--- config.mk ---
export PLATFORM = sky130hd
export DESIGN_NAME = seq_tag_ctrl
export DESIGN_NICKNAME = d
export VERILOG_FILES = /design/src/rtl/seq_tag_pkg.sv /design/src/rtl/seq_win_timer.sv /design/src/rtl/seq_tag_ctrl.sv
export SDC_FILE = /design/constraint.sdc
export NUM_CORES = 1
export LEC_CHECK = 0
export CAP_MARGIN = 15
export CELL_PAD_IN_SITES_DETAIL_PLACEMENT = 0
export CELL_PAD_IN_SITES_GLOBAL_PLACEMENT = 1
export CORE_ASPECT_RATIO = 1.75
export CORE_MARGIN = 2
export CORE_UTILIZATION = 30
export CTS_CLUSTER_DIAMETER = 60
export DETAILED_ROUTE_END_ITERATION = 7
export PLACE_DENSITY_LB_ADDON = 0.1
export SYNTH_ARGS = -nofsm -noshare
export SYNTH_HDL_FRONTEND = slang
export SYNTH_SLANG_ARGS = --single-unit
--- constraint.sdc ---
create_clock -name clk -period 6.2 [get_ports clk]
set_input_delay 1.24 -clock clk [delete_from_list [all_inputs] [get_ports clk]]
set_output_delay 1.24 -clock clk [all_outputs]
set_load 0.02 [all_outputs]
--- src/rtl/seq_tag_pkg.sv ---
// Shared types and default window constants for the tagged request/grant/command/completion controller.
package seq_tag_pkg;

  typedef enum logic [2:0] {
    IDLE,
    GAP,
    ARM,
    CMD,
    WAIT_D
  } state_e;

  typedef enum logic [1:0] {
    ERR_NONE      = 2'd0,
    ERR_B_TIMEOUT = 2'd1,
    ERR_D_EARLY   = 2'd2,
    ERR_D_TIMEOUT = 2'd3
  } err_code_e;

  localparam int B_MAX_DEF = 5;
  localparam int D_MIN_DEF = 2;
  localparam int D_MAX_DEF = 10;
  localparam int TAG_W_DEF = 8;

  // Counter width able to hold max_cnt; never narrower than one bit.
  function automatic int cnt_width(input int max_cnt);
    int w;
    w = $clog2(max_cnt + 1);
    return (w < 1) ? 1 : w;
  endfunction

endpackage

--- src/rtl/seq_win_timer.sv ---
// Cycle counter shared by the grant and completion windows; lo/hi select which window is being timed.
module seq_win_timer #(
  parameter int CNT_W = 4
) (
  input  logic             clk,
  input  logic             rst,
  input  logic             load_i,
  input  logic             en_i,
  input  logic [CNT_W-1:0] lo_i,
  input  logic [CNT_W-1:0] hi_i,
  output logic             early_o,
  output logic             in_win_o,
  output logic             expired_o
);

  logic [CNT_W-1:0] cnt_q, cnt_d;

  always_comb begin
    cnt_d = cnt_q;
    if (load_i) begin
      cnt_d = '0;
    end else if (en_i) begin
      cnt_d = cnt_q + CNT_W'(1);
    end
  end

  always_ff @(posedge clk) begin
    if (rst) begin
      cnt_q <= '0;
    end else begin
      cnt_q <= cnt_d;
    end
  end

  // Load makes the current cycle number 0; the flags describe the count now.
  assign early_o   = (cnt_q < lo_i);
  assign in_win_o  = (cnt_q >= lo_i) && (cnt_q <= hi_i);
  assign expired_o = (cnt_q == hi_i);

endmodule

--- src/rtl/seq_tag_ctrl.sv ---
// Transaction controller: raises a, waits for grant b, pulses c, waits for completion d,
// and keeps granted/retired tag counts.
module seq_tag_ctrl import seq_tag_pkg::*; #(
  parameter int B_MAX = B_MAX_DEF,
  parameter int D_MIN = D_MIN_DEF,
  parameter int D_MAX = D_MAX_DEF,
  parameter int TAG_W = TAG_W_DEF
) (
  input  logic             clk,
  input  logic             rst,
  input  logic             req,
  output logic             req_rdy,
  output logic             a,
  input  logic             b,
  output logic             c,
  input  logic             d,
  output logic             done,
  output logic [TAG_W-1:0] done_tag,
  output logic             err,
  output logic [1:0]       err_code,
  output logic [TAG_W-1:0] an_tag,
  output logic [TAG_W-1:0] co_tag
);

  localparam int CNT_W = cnt_width((B_MAX > D_MAX) ? B_MAX : D_MAX);

  state_e           state_q;
  logic             a_q, c_q, done_q, err_q;
  err_code_e        err_code_q;
  logic [TAG_W-1:0] done_tag_q, an_q, co_q;

  logic             tmr_load, tmr_en;
  logic [CNT_W-1:0] win_lo, win_hi;
  logic             early, in_win, expired;

  // In ARM the timer measures the grant window, otherwise the completion window.
  assign win_lo   = (state_q == ARM) ? CNT_W'(1)     : CNT_W'(D_MIN);
  assign win_hi   = (state_q == ARM) ? CNT_W'(B_MAX) : CNT_W'(D_MAX);
  assign tmr_load = ((state_q == IDLE) && req) || ((state_q == ARM) && b && in_win);
  assign tmr_en   = (state_q == ARM) || (state_q == CMD) || (state_q == WAIT_D);

  seq_win_timer #(.CNT_W(CNT_W)) u_timer (
    .clk       (clk),
    .rst       (rst),
    .load_i    (tmr_load),
    .en_i      (tmr_en),
    .lo_i      (win_lo),
    .hi_i      (win_hi),
    .early_o   (early),
    .in_win_o  (in_win),
    .expired_o (expired)
  );

  always_ff @(posedge clk) begin
    if (rst) begin
      state_q    <= IDLE;
      a_q        <= 1'b0;
      c_q        <= 1'b0;
      done_q     <= 1'b0;
      err_q      <= 1'b0;
      err_code_q <= ERR_NONE;
      done_tag_q <= '0;
      an_q       <= '0;
      co_q       <= '0;
    end else begin
      c_q        <= 1'b0;
      done_q     <= 1'b0;
      err_q      <= 1'b0;
      err_code_q <= ERR_NONE;
      unique case (state_q)
        IDLE: begin
          if (req) begin
            state_q <= ARM;
            a_q     <= 1'b1;
          end
        end
        ARM: begin
          // A grant on the final window cycle beats the timeout.
          if (b && in_win) begin
            an_q    <= an_q + TAG_W'(1);
            a_q     <= 1'b0;
            c_q     <= 1'b1;
            state_q <= CMD;
          end else if (expired) begin
            a_q        <= 1'b0;
            err_q      <= 1'b1;
            err_code_q <= ERR_B_TIMEOUT;
            state_q    <= GAP;
          end
        end
        CMD, WAIT_D: begin
          if (d && early) begin
            err_q      <= 1'b1;
            err_code_q <= ERR_D_EARLY;
            co_q       <= co_q + TAG_W'(1);
            state_q    <= GAP;
          end else if (d && in_win) begin
            done_q     <= 1'b1;
            done_tag_q <= co_q;
            co_q       <= co_q + TAG_W'(1);
            state_q    <= GAP;
          end else if (expired) begin
            err_q      <= 1'b1;
            err_code_q <= ERR_D_TIMEOUT;
            co_q       <= co_q + TAG_W'(1);
            state_q    <= GAP;
          end else begin
            state_q <= WAIT_D;
          end
        end
        GAP:     state_q <= IDLE;
        default: state_q <= IDLE;
      endcase
    end
  end

  assign req_rdy  = (state_q == IDLE);
  assign a        = a_q;
  assign c        = c_q;
  assign done     = done_q;
  assign done_tag = done_tag_q;
  assign err      = err_q;
  assign err_code = err_code_q;
  assign an_tag   = an_q;
  assign co_tag   = co_q;

endmodule

==> impl_metrics.csv <==
group,metric,value,unit
cells_and_area,diodes,0,
critical_path,max_stage_delay,0.86,ns
synthesis,yosys.area.top_type,"dfxtp_1",
synthesis,ys_ff_latch,37,
critical_path,start_kind,"flip-flop",
route,vias,1499,
cells_and_area,nets,233,
cts,hold_buffers,0,
route,drc,0,
timing,setup_ws,2.94,ns
die,die_y,105,um
placed_design,portBuffers,35,
global_routing,grt_start_max_net_pins,21,
timing,tightestPinTransition,1.09,ns
synthesis,yosysWarnings,0,
critical_path,path_cells,"or3b_1, clkinv_4, ha_1, and2_1, nand2_1, a31o_4, o211ai_1, mux2i_1, nor2_1",
global_routing,grt_overflow,0,
route,antenna_left,0,
worst_hold_path,min_path_type,"flip-flop to flip-flop",
synthesis,synth_common_cells,"37 x dfxtp_1, 23 x nor2_1, 15 x a21oi_1",
route,wl_per_cell,14.2,um
critical_path,cp.arrival,3.41,ns
cells_and_area,drive_above_1_share,6.70,%
die,die_area,0.00649,sq mm
cts,cts_tree,"built",
timing,fmax,0.307,GHz
cts,cts_sinks,37,
timing,period_minus_slack,3.26,ns
timing,grt_setup_unrepaired,"false",
synthesis,synth_seq_area_share,42.3,%
cts,cts_made_buffers,5,
placed_design,place_area,0.00214,sq mm
critical_path,crit_slowest_cell,"o211ai_1",
timing,setup-tns-final,0,ns
placed_design,gp_congestion,0.907,
status,status,"finished, final reports clean",
timing,slew_viol_final,0,
route,viasPerCell,5.00,
cts,clk_latency,0.28,ns
timing,max_slew_margin,27.3,%
synthesis,synth_top_area_share,42.3,%
cells_and_area,area_growth,29.0,%
critical_path,crit_path_end_kind,"flip-flop",
route,drt-initial-drc-count,49,
synthesis,synth-main-ff-cell,"dfxtp_1",
die,fp.dieW,61.8,um
power,power,493,uW
critical_path,cp_max_fo,9,
placed_design,pre_cts_slack,2.81,ns
synthesis,synth.most_common_cell,"dfxtp_1",
power,cellPowerDensity,218,mW/mm^2
cts,cts-root-buf,"clkbuf_8",
synthesis,netlist_area,0.00175,sq mm
placed_design,hpwl,3.27,mm
synthesis,async_flop_share,0,%
timing,finClkSkew,0.00704,ns
global_routing,grt_pass1_vias,1560,
cts,postCtsSetupBuffers,0,
synthesis,syn_avg_cell_area,9.27,sq um
die,start_util,31.4,%
route,drt_first_pass_iters,4,
global_routing,grt_pass1_wl,7.27,mm
synthesis,ys_types,45,
power,p_leak,0.000843,uW
critical_path,required,6.35,ns
synthesis,syn_nets,199,
die,fp.coreArea,0.00559,sq mm
die,rows,36,
global_routing,grt_antenna_before_repair,0,
cells_and_area,final_area,0.00226,sq mm
synthesis,ys_top_cells_by_area,"dfxtp_1 42%, mux2i_1 6.9%, nor2_1 4.9%",
timing,fin_crit_sh,52.5,%
cts,htreeDepth,2,
synthesis,syn_inst,189,
cts,clk_pin_slew,0.07,ns
timing,finalHoldViolCount,0,
global_routing,grt_util_all_layers,14.6,%
job,maxCapViolCount,0,
synthesis,synth_edf_count,0,
die,io_pins,36,
cts,cts_resized,0,
cts,clockBufferDepth,2,
timing,setup-violations-final,0,
power,ir_drop,0.120,mV
critical_path,crit_type,"flip-flop to flip-flop",
route,wirelength,4.26,mm
[power by group]
part           switching, uW  total [uW]  internal (uW)  leakage (uW)
registers               3.12         243            240      0.000299
clock network           80.7         212            131     0.0000585
logic                   23.3        38.4           15.1      0.000486
total                    107         493            386      0.000843
[through the flow]
stage | util (%) | hold WS, ns | instances
3_3_place_gp | 38.4 | 0.460 | 292
3_5_place_dp | 38.4 | 0.470 | 292
2_1_floorplan | - | 0.505 | 189
6_report | 40.5 | 0.474 | 300
5_1_grt | 40.5 | 0.495 | 300
4_1_cts | 40.5 | 0.480 | 300
[sequential cells by signal, indices dropped and copies added (netlist names)]
signal / cells
c: 1
done_tag: 8
an_tag: 8
co_tag: 8
a: 1
done: 1
u_timer.cnt_q: 4
err: 1
state_q: 3
err_code: 2
[area by class of cell]
cell class,count,area [sq um]
timing repair buffer,36,358
multi-input combinational,137,923
inverter,6,27.5
fill,607,3320
clock buffer,7,86.3
tap,76,95.1
clock inverter,1,30.0
sequential,37,741
[routing by layer]
metal | part of all wire, % | vias to the layer above | GRT usage (%)
li1 | - | 748 | -
met1 | 39 | 724 | 15.8
met2 | 57 | 25 | 26.5
met3 | 3.2 | 2 | 3.22
met4 | 0.80 | 0 | 4.56
met5 | 0 | - | 0
[path summary, 6_finish.rpt]
kind | from | endpoint | slack, ns | cells past startpoint
worst max register to register | state_q[0] | done_tag[6] | 2.94 | 9
worst min register to register | a | a | 0.47 | 2
worst min-delay path | a | a | 0.47 | 2
worst max-delay path | state_q[0] | done_tag[6] | 2.94 | 9
[cells in the final DEF (no fill, tap or decap), drive strengths merged, types with 6 or more instances in the layout]
master,instances
nand2,10
xor2,6
mux2i,12
a21oi,16
dfxtp,37
o21ai,12
clkbuf,7
nor2,23
clkdlybuf4s50,35
[cell families (layout without fill, tap and decap cells)]
family | after synthesis | count (layout) | share of synthesized area, %
simple gates | 69 | 69 | 20.8
fa+ha+maj | 5 | 5 | 3.57
compound gates | 44 | 44 | 17.9
mux | 12 | 12 | 6.85
xor+xnor | 7 | 7 | 3.50
flops | 37 | 37 | 42.3
buf+inv | 15 | 50 | 5.07
[worst max-delay path: cells and delay by family, from the launching register on]
family | cells | cell delay, ns
AO/OA/AOI/OAI | 2 | 1.14
buffers and inverters | 1 | 0.14
flip-flops | 1 | 0.40
adder cells (fa/ha/maj) | 1 | 0.37
AND/OR/NAND/NOR | 4 | 0.80
multiplexers | 1 | 0.27
(Power assumes the default switching activity.)
